===== src/rtl/mult_writeback_if.sv =====
// Handshake bundle between the last multiplier stage, the writeback queue and the CDB arbiter.
interface mult_wb_if #(
  parameter int XLEN   = 32,
  parameter int PROD_W = 64,
  parameter int PREG_W = 6,
  parameter int BM_W   = 4
);
  logic              in_valid;
  logic [PROD_W-1:0] in_prod;
  logic [PREG_W-1:0] in_dest;
  logic [BM_W-1:0]   in_bm;
  logic [1:0]        in_func;
  logic              in_ready;
  logic [BM_W-1:0]   b_mm_resolve;
  logic              b_mm_mispred;
  logic              out_valid;
  logic [XLEN-1:0]   out_result;
  logic [PREG_W-1:0] out_dest;
  logic [BM_W-1:0]   out_bm;
  logic              cdb_grant;
  logic [1:0]        occupancy;

  modport slave (
    input  in_valid, in_prod, in_dest, in_bm, in_func, b_mm_resolve, b_mm_mispred, cdb_grant,
    output in_ready, out_valid, out_result, out_dest, out_bm, occupancy
  );

  modport master (
    output in_valid, in_prod, in_dest, in_bm, in_func, b_mm_resolve, b_mm_mispred, cdb_grant,
    input  in_ready, out_valid, out_result, out_dest, out_bm, occupancy
  );
endinterface


===== src/rtl/mult_writeback.sv =====
// Multiplier drain stage: 2-entry in-order result queue feeding the CDB, with branch-mask squash.
// Optional MULT_WB_BYPASS_EN presents an incoming packet combinationally when the queue is empty.
module mult_writeback #(
  parameter int DEPTH  = 2,
  parameter int XLEN   = 32,
  parameter int PROD_W = 64,
  parameter int PREG_W = 6,
  parameter int BM_W   = 4
) (
  input  logic     clock,
  input  logic     reset_n,
  mult_wb_if.slave bus
);
  localparam logic [1:0] DEPTH_C = 2'(DEPTH);

  logic [1:0]             vld;
  logic [1:0][XLEN-1:0]   res;
  logic [1:0][PREG_W-1:0] dst;
  logic [1:0][BM_W-1:0]   bm;

  logic [1:0]             n_vld;
  logic [1:0][XLEN-1:0]   n_res;
  logic [1:0][PREG_W-1:0] n_dst;
  logic [1:0][BM_W-1:0]   n_bm;

  logic [1:0]      sq;
  logic            in_sq, q_valid, byp, pop, acc, wr, keep0, keep1;
  logic [1:0]      occ;
  logic [XLEN-1:0] in_res;
  logic [BM_W-1:0] in_bm_clr;

  always_comb begin
    for (int i = 0; i < 2; i++)
      sq[i] = bus.b_mm_mispred && |(bm[i] & bus.b_mm_resolve);
  end

  assign in_sq     = bus.b_mm_mispred && |(bus.in_bm & bus.b_mm_resolve);
  assign in_res    = (bus.in_func == 2'd0) ? bus.in_prod[XLEN-1:0]
                                           : bus.in_prod[PROD_W-1:PROD_W-XLEN];
  assign in_bm_clr = bus.in_bm & ~bus.b_mm_resolve;
  assign occ       = {1'b0, vld[0]} + {1'b0, vld[1]};
  assign q_valid   = vld[0] && !sq[0];

`ifdef MULT_WB_BYPASS_EN
  assign byp = (occ == 2'd0) && bus.in_valid && !in_sq;
`else
  assign byp = 1'b0;
`endif

  // A killed head never requests, so it can never be popped.
  assign bus.out_valid = q_valid || byp;
  assign pop           = q_valid && bus.cdb_grant;
  assign bus.in_ready  = (occ < DEPTH_C) || (bus.out_valid && bus.cdb_grant);
  assign acc           = bus.in_valid && bus.in_ready;
  // Dropped (mispredicted) packets and bypassed-and-granted packets complete the handshake without a write.
  assign wr            = acc && !in_sq && !(byp && bus.cdb_grant);
  assign bus.occupancy = occ;

  always_comb begin
    bus.out_result = '0;
    bus.out_dest   = '0;
    bus.out_bm     = '0;
    if (byp) begin
      bus.out_result = in_res;
      bus.out_dest   = bus.in_dest;
      bus.out_bm     = in_bm_clr;
    end else if (occ != 2'd0) begin
      bus.out_result = res[0];
      bus.out_dest   = dst[0];
      bus.out_bm     = bm[0];
    end
  end

  assign keep0 = vld[0] && !sq[0] && !pop;
  assign keep1 = vld[1] && !sq[1];

  // Survivors compact toward the head; the new packet lands behind them.
  always_comb begin
    n_vld = '0;
    n_res = res;
    n_dst = dst;
    for (int i = 0; i < 2; i++) n_bm[i] = bm[i] & ~bus.b_mm_resolve;
    if (keep0) begin
      n_vld[0] = 1'b1;
      if (keep1) begin
        n_vld[1] = 1'b1;
      end else if (wr) begin
        n_vld[1] = 1'b1;
        n_res[1] = in_res;
        n_dst[1] = bus.in_dest;
        n_bm[1]  = in_bm_clr;
      end
    end else if (keep1) begin
      n_vld[0] = 1'b1;
      n_res[0] = res[1];
      n_dst[0] = dst[1];
      n_bm[0]  = bm[1] & ~bus.b_mm_resolve;
      if (wr) begin
        n_vld[1] = 1'b1;
        n_res[1] = in_res;
        n_dst[1] = bus.in_dest;
        n_bm[1]  = in_bm_clr;
      end
    end else if (wr) begin
      n_vld[0] = 1'b1;
      n_res[0] = in_res;
      n_dst[0] = bus.in_dest;
      n_bm[0]  = in_bm_clr;
    end
  end

  always_ff @(posedge clock) begin
    if (!reset_n) begin
      vld <= '0;
      res <= '0;
      dst <= '0;
      bm  <= '0;
    end else begin
      vld <= n_vld;
      res <= n_res;
      dst <= n_dst;
      bm  <= n_bm;
    end
  end
endmodule


===== src/flat_wrapper.sv =====
// flat-port wrapper written by rule: the top's interface ports become plain ports
module mult_writeback_flat 
#(
  parameter int DEPTH  = 2,
  parameter int XLEN   = 32,
  parameter int PROD_W = 64,
  parameter int PREG_W = 6,
  parameter int BM_W   = 4
)
  (clock, reset_n, bus_in_valid, bus_in_prod, bus_in_dest, bus_in_bm, bus_in_func, bus_b_mm_resolve, bus_b_mm_mispred, bus_cdb_grant, bus_in_ready, bus_out_valid, bus_out_result, bus_out_dest, bus_out_bm, bus_occupancy);
  mult_wb_if #(.XLEN(XLEN), .PROD_W(PROD_W), .PREG_W(PREG_W), .BM_W(BM_W)) bus_i ();
  input  logic clock;
  input  logic reset_n;
  input wire logic [$bits(bus_i.in_valid)-1:0] bus_in_valid;
  input wire logic [$bits(bus_i.in_prod)-1:0] bus_in_prod;
  input wire logic [$bits(bus_i.in_dest)-1:0] bus_in_dest;
  input wire logic [$bits(bus_i.in_bm)-1:0] bus_in_bm;
  input wire logic [$bits(bus_i.in_func)-1:0] bus_in_func;
  input wire logic [$bits(bus_i.b_mm_resolve)-1:0] bus_b_mm_resolve;
  input wire logic [$bits(bus_i.b_mm_mispred)-1:0] bus_b_mm_mispred;
  input wire logic [$bits(bus_i.cdb_grant)-1:0] bus_cdb_grant;
  output wire logic [$bits(bus_i.in_ready)-1:0] bus_in_ready;
  output wire logic [$bits(bus_i.out_valid)-1:0] bus_out_valid;
  output wire logic [$bits(bus_i.out_result)-1:0] bus_out_result;
  output wire logic [$bits(bus_i.out_dest)-1:0] bus_out_dest;
  output wire logic [$bits(bus_i.out_bm)-1:0] bus_out_bm;
  output wire logic [$bits(bus_i.occupancy)-1:0] bus_occupancy;
  assign bus_i.in_valid = bus_in_valid;
  assign bus_i.in_prod = bus_in_prod;
  assign bus_i.in_dest = bus_in_dest;
  assign bus_i.in_bm = bus_in_bm;
  assign bus_i.in_func = bus_in_func;
  assign bus_i.b_mm_resolve = bus_b_mm_resolve;
  assign bus_i.b_mm_mispred = bus_b_mm_mispred;
  assign bus_i.cdb_grant = bus_cdb_grant;
  assign bus_in_ready = bus_i.in_ready;
  assign bus_out_valid = bus_i.out_valid;
  assign bus_out_result = bus_i.out_result;
  assign bus_out_dest = bus_i.out_dest;
  assign bus_out_bm = bus_i.out_bm;
  assign bus_occupancy = bus_i.occupancy;
  mult_writeback #(.DEPTH(DEPTH), .XLEN(XLEN), .PROD_W(PROD_W), .PREG_W(PREG_W), .BM_W(BM_W)) u_core (.clock(clock), .reset_n(reset_n), .bus(bus_i));
endmodule

===== config.mk =====
export PLATFORM = sky130hd
export DESIGN_NAME = mult_writeback_flat
export DESIGN_NICKNAME = d
export VERILOG_FILES = /design/src/rtl/mult_writeback_if.sv /design/src/rtl/mult_writeback.sv /design/src/flat_wrapper.sv
export SDC_FILE = /design/constraint.sdc
export NUM_CORES = 1
export LEC_CHECK = 0
export BUFFER_PORTS_ARGS = -buffer_cell sky130_fd_sc_hd__clkbuf_2
export CORE_MARGIN = 3
export CORE_UTILIZATION = 35
export CTS_CLUSTER_SIZE = 10
export DETAILED_ROUTE_END_ITERATION = 8
export GPL_TIMING_DRIVEN = 0
export PLACE_DENSITY = 0.64
export RECOVER_POWER = 50
export SLEW_MARGIN = 30
export SYNTH_ARGS = -nofsm -noshare
export SYNTH_HDL_FRONTEND = slang
export SYNTH_SLANG_ARGS = --single-unit
export TNS_END_PERCENT = 100

===== constraint.sdc =====
create_clock -name clock -period 3.7 [get_ports clock]
set_input_delay 0.74 -clock clock [delete_from_list [all_inputs] [get_ports clock]]
set_output_delay 0.74 -clock clock [all_outputs]
set_load 0.01 [all_outputs]

# Word-level counts from Yosys, hierarchy flattened
# Cells that the tools add are included.
# word_totals
ff_bits	86
inputBits	85
out_inout_bits	46
word_cells	68
# op_classes
addsub	1
n_lt_le_gt_ge	1
eq_ne	1
mux	27
bitwise	8
n_reduce_logical	23
# op_table
cell	count
$mux W32	8
$mux W6	7
$mux W4	8
$and A4 B4 Y4	6
$reduce_or A4 Y1	3
$logic_and A1 B1 Y1	9
$reduce_bool A2 Y1	3
$logic_not A1 Y1	4
$not A4 Y4	1
$reduce_and A2 Y1	2
$mux W1	3
$add A1 B1 Y2	1
$logic_not A2 Y1	1
$lt A2 B2 Y1 const B	1
$mux W2	1
$ne A2 B2 Y1 const B	1
$logic_or A1 B1 Y1	1
$not A1 Y1	1

# Depth between registers and ports, before layout
# Gate-level depths: netlist (run 1).
# logic_depth
ltp_word	12
depth_mapped	9
depth_no_buf	7

# Worst setup path after synthesis (run 1)
# Ideal clock, no wire load.
# synth_path
path_type	input -> register
start	input bus_b_mm_resolve[0]
end	register u_core.dst[10] (netlist name)
setup_time_ns	0.072
arrival_time_ns	2.291
t_required_ns	3.628
slack_ns	1.337
path_stages	8
n_path_buf	2
path_cell_list	a22o_1 -> o21ai_2 -> nand2_2 -> or4b_4 -> nand2_2 -> buf_6 -> buf_12 -> mux2i_1
# synth_between
elab_chain_len	12
elab_cells_between_ends	27
classes_between	eq/ne (1); mux (4); bitwise (3); reduce/logical (19)
# synth_rtl
item	line	source
start, declared	flat_wrapper.sv:19	input wire logic [$bits(bus_i.b_mm_resolve)-1:0] bus_b_mm_resolve;
$and A4 B4 Y4	mult_writeback.sv:34	sq[i] = bus.b_mm_mispred && |(bm[i] & bus.b_mm_resolve);
$reduce_or A4 Y1	mult_writeback.sv:34	
$logic_and A1 B1 Y1	mult_writeback.sv:34	
$logic_not A1 Y1	mult_writeback.sv:42, mult_writeback.sv:74	
$logic_and A1 B1 Y1	mult_writeback.sv:42, mult_writeback.sv:74	
$logic_and A1 B1 Y1	mult_writeback.sv:52, mult_writeback.sv:53	
$logic_or A1 B1 Y1	mult_writeback.sv:53	assign bus.in_ready = (occ < DEPTH_C) || (bus.out_valid && bus.cdb_grant);
$logic_and A1 B1 Y1	mult_writeback.sv:54	assign acc = bus.in_valid && bus.in_ready;
$logic_and A1 B1 Y1	mult_writeback.sv:56	assign wr = acc && !in_sq && !(byp && bus.cdb_grant);
$mux W6	-	
$mux W6, on equally long branches	-	
$mux W6	mult_writeback.sv:83	if (keep0) begin
end signal, assigned	mult_writeback.sv:121	dst <= n_dst;
end, declared	mult_writeback.sv:18	logic [1:0][PREG_W-1:0] dst;
# Several ways; a longest one is shown, not always the timed one. The select of a mux whose other input is x is not followed.
# A chain may end at the register's enable or synchronous reset.

# Worst setup path in the final report (run 1)
# layout_path
start	input bus_b_mm_resolve[1]
end	register u_core.dst[11] (netlist name)
# Same word-level chain as after synthesis.

==> results of run 1 <==
metal layers:
metal	part of all wire, %	global-route usage (%)	up-vias
met2	45	31.4	210
met1	45	26.9	2198
met5	0	0	-
li1	-	-	2327
met4	1.3	4.41	0
met3	7.8	4.13	24
flip-flops by register name (all words and copies together) (netlist names):
| register | flops |
|---|---|
| u_core.res | 64 |
| u_core.vld | 2 |
| u_core.bm | 8 |
| u_core.dst | 12 |
final cells by class:
type                       instances  area (um^2)  area share (%)
buffer                            61          260            4.45
clock buffer                      10          239            4.09
clock inverter                     5         83.8            1.43
inverter                           4         15.0           0.257
multi-input combinational        404         2670            45.6
sequential                        86         1720            29.5
tap                              172          215            3.68
timing repair buffer             130          644            11.0
cell families (layout without fill, tap and decap cells):
kind of cell             Yosys count  in the layout  synth area share [%]
AO/OA/AOI/OAI                    172            172                  25.8
adder cells (fa/ha/maj)            2              2                 0.533
buffers and inverters             65            210                  6.37
flip-flops                        86             86                  36.7
multiplexers                      48             48                  10.2
AND/OR/NAND/NOR                  182            182                  20.4
worst max-delay path, delay by kind of cell:
family | cells | cell delay [ns]
compound gates | 2 | 0.39
buf+inv | 4 | 1.10
mux | 1 | 0.20
simple gates | 3 | 0.92
power breakdown:
group / internal [mW] / leakage [nW] / switching, mW
Sequential: 0.979 / 0.701 / 0.0258
Clock: 0.607 / 0.151 / 0.361
Combinational: 0.141 / 1.75 / 0.219
Total: 1.73 / 2.61 / 0.606
cell usage in the layout (no fill, tap or decap), types with 2 or more instances in the layout:
cell type and instances:
a211oi_1 5, a21oi_1 8, a22o_1 4, a22oi_1 2, buf_2 6, bufinv_16 2, clkbuf_1 57, clkbuf_16 9
clkbuf_2 125, clkinvlp_4 2, dfxtp_1 86, ha_1 2, inv_1 4, mux2i_1 48, nand2_1 48, nand2b_1 4
nand3_1 42, nand4_1 32, nor2_1 7, nor2b_1 42, nor3_1 2, o211a_1 38, o211ai_1 38, o21a_1 4
o21ai_0 63, o21ai_1 3
cell usage after synthesis, types with 2 or more instances:
library cell  number
a22o_1             4
a22oi_1            2
a211oi_1           5
inv_1              4
dfxtp_1           86
buf_2             13
nand4_1           32
o21ai_0           54
mux2i_1           48
clkbuf_1          43
nor3_1             2
ha_1               2
nand2_1           47
a21oi_1            8
o21ai_1           12
nor2_1             6
o21a_1             4
nand2b_1           4
nor2b_1           42
nand3_1           42
o211ai_1          38
buf_6              3
o211a_1           38
nand2_2            2
worst paths after layout:
path                    endpoint  slack, ns  cells past startpoint           startpoint
setup / recovery  u_core.dst[11]       0.59                     10  bus_b_mm_resolve[1]
hold reg to reg   u_core.res[24]       0.45                      2       u_core.res[24]
setup reg to reg  u_core.dst[11]       0.81                      9         u_core.bm[5]
hold / removal    u_core.res[24]       0.45                      2       u_core.res[24]
==> run metrics, run 1 <==
crit path max fanout 10; Placer Congestion 0.853; post-synthesis sequential area ratio between 30 and 40%; largest net degree at the start of global routing 15; DRT Pass-1 Iters 5; # DRC 0; # H-tree levels 3; Post-CTS Resized 0; crit end category flop; final core utilization between 40% and 50%; pre-CTS setup slack 0.755 ns; pwr dens around 400 mW/mm^2; n_diodes 0; number of enable flip-flop cells after synthesis 0; YS warnings 0; fmax between 300 and 400 MHz; Top FF cell, synth dfxtp_1; Fillers roughly 1300; Synth async-reset ratio 0%; slowest stage cell, crit path or4b_1; Tmin final between 3 and 4 ns; Least-Margin Pin Slew around 0.72 ns; clk sink count 86; IO Port Bufs 130; cts hold-fix bufs 0; Top Ports 131; Clock Tree Root clkbuf_16; Max VDD drop around 0.19 mV; antenna viol nets, final 0; gr usage total between 10% and 20%; Power, Total between 2 and 2.5 mW; CP peak stage delay roughly 0.7 ns; Yosys top cell area share between 30% and 40%; initial antenna violation count 0; Placed Instances roughly 860; ranking of synthesized cells by area dfxtp_1 37%, mux2i_1 10%, o211a_1 8.1%, o211ai_1 6.1%, o21ai_0 5.8%; Area Growth Syn to Fin 24.5%; clock buffer count from CTS 9; Setup CP Type in -> reg; worst path arrival time around 3.4 ns; Setup violations, final 0; clock skew between 0.01 and 0.015 ns; post-synth cell types 38; Die Y between 100 and 150 um; status finished, final reports clean; fin nets 783; max-slew violations 0; Lkg Pwr 2.61 nW; worst endpoint required time approximately 4 ns; Via density about 5.5; Area after DPL between 0.005 and 0.006 mm^2; FP Rows just over 40; Worst-Skew Late Latency roughly 0.34 ns; final non-filler cell total 872; Initial Util roughly 36%; area of the core around 0.013 mm^2; DR vias ~4800; critical path cell sequence clkbuf_1, a22o_1, o21a_2, nor2_1, clkbuf_1, or4b_1, nand2_1, clkbuf_1, buf_12, mux2i_1; post-synth net total around 640; fraction of layout cells with a size suffix above 1 approximately 22%; clock tree buffer depth 2; TritonCTS clock tree built; Routed Wire Length 14.7 mm; startpoint type of the worst setup path input pin; Syn Inst Count roughly 560; FF+latch count, synth 86; final setup margin 0.589 ns; mean post-synth cell area approximately 8.5 um^2; Starting DRT DRC Count 516; vias in the first global route approximately 4500; die area between 0.01 and 0.015 mm^2; Rel. slew slack a little over half; die width 122 um; Final Cell Area 0.00585 mm^2; Worst Hold Class reg -> reg; most frequent CP cell clkbuf_1; clock transition at the registers of the reported paths 0.06 ns; mapped cell area between 0.004 and 0.005 mm^2; Final Hold Fails 0; Post-DP HPWL roughly 11 mm; leading area contributor after synthesis dfxtp_1; final setup TNS 0 ns; first-pass GRT wire length roughly 23 mm; grt ovf 0; Hold Slack 0.450 ns; unrepaired setup endpoints after global routing no; max cap viols 0; setup bufs post-CTS 0; Routed WL per cell 16.8 um; fin crit share a little over four fifths
Note: power is estimated with default switching activity, not from simulation.
==> inputs of run 2 (changes only) <==
clock period = 2.96 ns   (was 3.7 ns; I/O delays follow)
==> run 2 against run 1 <==
Net effect:
- total power grew 25%
- setup slack lost 0.44 ns
- critical path depth shrank 1
- critical path type unchanged
- die area is the same
- largest power group unchanged
- hold slack is essentially flat
- utilization grew 0.078 points
- final cell count is the same
- first-iteration DRC count shrank 21%
==> run metrics, run 2 (same netlist as run 1, synthesis figures left out) <==
status finished, final reports clean; final setup TNS 0 ns (unchanged); Worst-Skew Late Latency 0.34 ns (about the same); clk sink count 86 (unchanged); crit end category flop; Least-Margin Pin Slew 0.731 ns (+0.0136 ns); grt ovf 0 (unchanged); max-slew violations 0 (unchanged); DRT Pass-1 Iters 5 (unchanged); fraction of layout cells with a size suffix above 1 22.4% (+0.71 points); Final Hold Fails 0 (unchanged); Clock Tree Root clkbuf_16; fin nets 783 (unchanged); clock transition at the registers of the reported paths 0.06 ns (about the same); FP Rows 41 (unchanged); clock buffer count from CTS 9 (unchanged); Top reg by flops u_core.res; # DRC 0 (unchanged); Fillers 1297 (unchanged); worst endpoint required time 3.22 ns (-0.74 ns); Hold Slack 0.450 ns (+0.0000460 ns); final core utilization 45.5% (+0.078 points); crit path max fanout 10 (unchanged); largest net degree at the start of global routing 15 (unchanged); worst path arrival time 3.07 ns (-0.30 ns); pre-CTS setup slack 0.163 ns (-0.592 ns); area of the core 0.0129 mm^2 (unchanged); Setup CP Type in -> reg; Area after DPL 0.00556 mm^2 (unchanged); n_diodes 0 (unchanged); cts hold-fix bufs 0 (unchanged); unrepaired setup endpoints after global routing no; Via density 5.42 (-0.76%); max cap viols 0 (unchanged); most frequent cells in the layout 127 x clkbuf_2, 86 x dfxtp_1, 63 x o21ai_0, 51 x clkbuf_1; Worst Hold Class reg -> reg; fmax between 300 and 400 MHz; Top Ports 131 (unchanged); Placed Instances 857 (unchanged); Initial Util 36.5% (unchanged); Multi-input gate area 0.00266 mm^2 (-0.14%); # H-tree levels 3 (unchanged); Routed WL per cell 16.8 um (about the same); Rel. slew slack 51.3% (-0.91 points); Post-CTS Resized 0 (unchanged); Routed Wire Length 14.7 mm (about the same); Final Cell Area 0.00586 mm^2 (+0.17%); Area Growth Syn to Fin 24.7%; Post-DP HPWL 11.2 mm (unchanged); Starting DRT DRC Count 406 (-21%); Power, Total 2.92 mW (+25%); clock skew 0.0111 ns (-0.0000371 ns); commonest non-fill, non-tap cell in the layout clkbuf_2; Placer Congestion 0.853 (unchanged); max FFs per register 64 (unchanged); final setup margin 0.150 ns (-0.440 ns); DR vias 4723 (-0.76%); IO Port Bufs 130 (unchanged); Tmin final between 2 and 3 ns; gr usage total 19.5% (unchanged); Lkg Pwr 2.63 nW (+0.88%); Reg area 0.00172 mm^2 (unchanged); startpoint type of the worst setup path input pin; die width 122 um (unchanged); setup bufs post-CTS 0 (unchanged); vias in the first global route 4465 (unchanged); antenna viol nets, final 0 (unchanged); die area 0.0148 mm^2 (unchanged); Setup violations, final 0 (unchanged); top flop regs u_core.res: 64 flops, u_core.dst: 12 flops, u_core.bm: 8 flops; pwr dens 498 mW/mm^2 (+25%); clock tree buffer depth 2 (unchanged); fin crit share a little over nine tenths; first-pass GRT wire length 22.9 mm (unchanged); Max VDD drop 0.239 mV (+24%); TritonCTS clock tree built; final non-filler cell total 872 (unchanged); initial antenna violation count 0 (unchanged); Die Y 122 um (unchanged)
[run 2: changes by cell type in the layout (fill, tap and decap cells not counted)]
cell	before	now
clkbuf_1	57	51
clkbuf_2	125	127
buf_6	1	2
buf_2	6	9
o21ai_2	1	0
o21ai_1	3	4
[run 2: layer usage]
layer | vias to the layer above | part of all wire, % | track usage [%]
met5 | - | 0 | 0
met4 | 0 | 1.1 | 4.41
met3 | 15 | 6.7 | 4.13
met2 | 179 | 46 | 31.4
met1 | 2200 | 46 | 26.9
li1 | 2329 | - | -
[run 2: area by class of cell]
type	count	area share, %
tap	172	3.68
timing repair buffer	130	11.0
sequential	86	29.4
clock inverter	5	1.43
buffer	61	4.70
clock buffer	10	4.08
inverter	4	0.256
multi-input combinational	404	45.5
[run 2: path summary, 6_finish.rpt]
kind,start,to,slack (ns),cells past startpoint
setup / recovery,bus_b_mm_resolve[0],u_core.dst[6],0.15,9
hold / removal,u_core.res[24],u_core.res[24],0.45,2
setup reg to reg,u_core.bm[2],u_core.dst[6],0.19,8
hold reg to reg,u_core.res[24],u_core.res[24],0.45,2
[run 2: worst max-delay path: stages]
cell and delay (ns):
clkbuf_1 0.11, a22o_1 0.24, o21ai_0 0.46, nand2_2 0.29
or4b_1 0.67, nand2_1 0.18, buf_6 0.17, buf_12 0.15
mux2i_1 0.20
[run 2: power breakdown]
part / switching (mW) / total (mW) / internal (mW)
registers: 0.0319 / 1.26 / 1.22
clock network: 0.454 / 1.21 / 0.758
logic: 0.273 / 0.450 / 0.177
==> inputs of run 3 (changes only) <==
CELL_PAD_IN_SITES_DETAIL_PLACEMENT = 1   (was default)
CELL_PAD_IN_SITES_GLOBAL_PLACEMENT = 2   (was default)
CORE_UTILIZATION = 30   (was 35)
PLACE_DENSITY = 0.86   (was 0.64)
==> run 3 against run 2 <==
Net effect:
- clock skew is 0.0017 ns lower
- final cell count is 4.5% higher
- first-iteration DRC count decreased by 50%
- maximum frequency increased by 3.3%
- die area grew 16%
- sequential power about the same
- routed wire length increased by 12%
- critical path type is now reg -> reg
- largest cell class unchanged
- global-route usage decreased by 1.0 points
- sequential share of layout area barely moved
- register-to-register slack gained 0.05 ns
- critical path depth shrank 1
==> run metrics, run 3 (same netlist as run 1, synthesis figures left out) <==
hold path start u_core.res[0]; IO Port Bufs 130 (unchanged); Reg-to-Reg Start u_core.bm[0]; max cap viols 0 (unchanged); n_diodes 0 (unchanged); # H-tree levels 3 (unchanged); # DRC 0 (unchanged); Routed WL per cell 18.0 um (+6.9%); top flop regs u_core.res: 64 flops, u_core.dst: 12 flops, u_core.bm: 8 flops; Reg area 0.00172 mm^2 (unchanged); max-slew violations 0 (unchanged); clock skew 0.00935 ns (-0.00171 ns); setup bufs post-CTS 0 (unchanged); initial antenna violation count 0 (unchanged); Multi-input gate area 0.00267 mm^2 (+0.38%); largest net degree at the start of global routing 14 (-1); Tmin final 2.72 ns (-0.0895 ns); Setup violations, final 0 (unchanged); max FFs per register 64 (unchanged); M3 GR Usage 4.17% (+0.041 points); gr usage total 18.5% (-1.0 points); Starting DRT DRC Count 201 (-50%); Final Hold Fails 0 (unchanged); worst path arrival time 2.99 ns (-0.08 ns); Fillers 1838 (+42%); fin crit share 91.9% (-3.0 points); Worst-Skew Late Latency 0.34 ns (about the same); worst endpoint required time 3.23 ns (about the same); antenna viol nets, final 0 (unchanged); clk sink count 86 (unchanged); crit path max fanout 10 (unchanged); Least-Margin Pin Slew 0.733 ns (+0.00262 ns); GR Layer Usage met2 31.4% (about the same); Top Ports 131 (unchanged); fin nets 783 (unchanged); reg2reg path depth 8 (unchanged); fmax 368 MHz (+3.3%); FP Rows 45 (+9.8%); GRT Max-Usage Layer met2; Via density 5.22 (-3.7%); Post-CTS Resized 0 (unchanged); Rel. slew slack 51.1% (-0.17 points); clock buffer count from CTS 9 (unchanged); Die Y 131 um (+7.6%); area of the core 0.0153 mm^2 (+19%); Initial Util 30.8% (-5.7 points); Area Growth Syn to Fin 24.8% (about the same); Hold Slack 0.456 ns (+0.00546 ns); pwr dens 469 mW/mm^2 (-5.8%); Lkg Pwr 2.62 nW (-0.21%); die width 131 um (+7.6%); flop-to-flop setup slack 0.24 ns (+0.05 ns); die area 0.0172 mm^2 (+16%); most frequent cells in the layout 127 x clkbuf_2, 86 x dfxtp_1, 64 x o21ai_0, 50 x clkbuf_1, 48 x mux2i_1; Worst Hold Class reg -> reg; DRT Pass-1 Iters 5 (unchanged); final setup TNS 0 ns (unchanged); vias in the first global route 4909 (+9.9%); Clock Tree Root clkbuf_16; status finished, final reports clean; DR vias 4752 (+0.61%); crit end category flop; Placer Congestion 0.931 (+9.1%); Top reg by flops u_core.res; Hold EP u_core.res[0]; Routed Wire Length 16.4 mm (+12%); clock transition at the registers of the reported paths 0.06 ns (about the same); clock tree buffer depth 2 (unchanged); commonest non-fill, non-tap cell in the layout clkbuf_2; Setup CP Type reg -> reg; unrepaired setup endpoints after global routing no; Post-DP HPWL 12.7 mm (+14%); fraction of layout cells with a size suffix above 1 23.0% (+0.57 points); startpoint type of the worst setup path flop; reg2reg end u_core.dst[11]; grt ovf 0 (unchanged); cts hold-fix bufs 0 (unchanged); first-pass GRT wire length 25.9 mm (+13%); TritonCTS clock tree built; routing usage on met1 23.8% (-3.2 points); hold depth 2 (unchanged); Max VDD drop 0.282 mV (+18%)
run 3: cell count changes in the layout (fill, tap and decap cells not counted), sizes merged:
| cell | previous run | this run |
|---|---|---|
| clkinv | 1 | 4 |
| buf | 13 | 15 |
| bufinv | 2 | 0 |
| clkinvlp | 2 | 0 |
| clkbuf | 188 | 187 |
run 3: final cells by class:
class	instances	share of cell area, %
Buffer	61	4.74
Timing Repair Buffer	130	11.0
Multi-Input combinational cell	404	45.6
Sequential cell	86	29.4
Clock inverter	4	0.406
Tap cell	211	4.50
Inverter	4	0.256
Clock buffer	11	4.14
run 3: how the worst max path moves through the flow:
stage / to / depth (start not counted) / slack (ns) / from
finish: u_core.dst[11] / 8 / 0.24 / u_core.bm[0]
global route: u_core.dst[6] / 8 / 0.06 / u_core.vld[1]
CTS: bus_out_result[8] / 6 / 0.08 / u_core.vld[1]
detailed placement: u_core.res[57] / 8 / 0.10 / bus_b_mm_resolve[1]
global placement: u_core.res[58] / 8 / 0.20 / bus_b_mm_resolve[1]
floorplan: u_core.dst[10] / 8 / 0.75 / bus_b_mm_resolve[0]
run 3: critical path, stage by stage, from the launching register on:
cell      delay, ns
dfxtp_1        0.34
a22o_1         0.27
o21ai_2        0.25
nand2_2        0.23
or4b_4         0.59
nand2_2        0.11
clkbuf_1       0.45
buf_12         0.22
mux2i_1        0.17
run 3: per-stage QoR:
step	setup WS (ns)	power (mW)	instance area [um^2]	util (%)	instances
after floorplan	0.745	1.55	4700	-	555
after global placement	0.201	1.73	5610	36.8	896
after detailed placement	0.104	1.75	5610	36.8	896
after CTS	0.0768	2.79	5880	38.5	911
after global routing	0.0561	2.88	5860	38.4	911
final	0.239	2.75	5860	38.4	911
run 3: power breakdown:
part	internal, mW	switching [mW]	total [mW]
clock network	0.584	0.448	1.03
logic	0.178	0.282	0.460
registers	1.22	0.0337	1.26
total	1.99	0.764	2.75
run 3: layer usage:
| metal | share of wire, % | vias to the layer above |
|---|---|---|
| met4 | 1.6 | 0 |
| met5 | 0 | - |
| met3 | 5.1 | 18 |
| met2 | 48 | 120 |
| met1 | 46 | 2285 |
| li1 | - | 2329 |
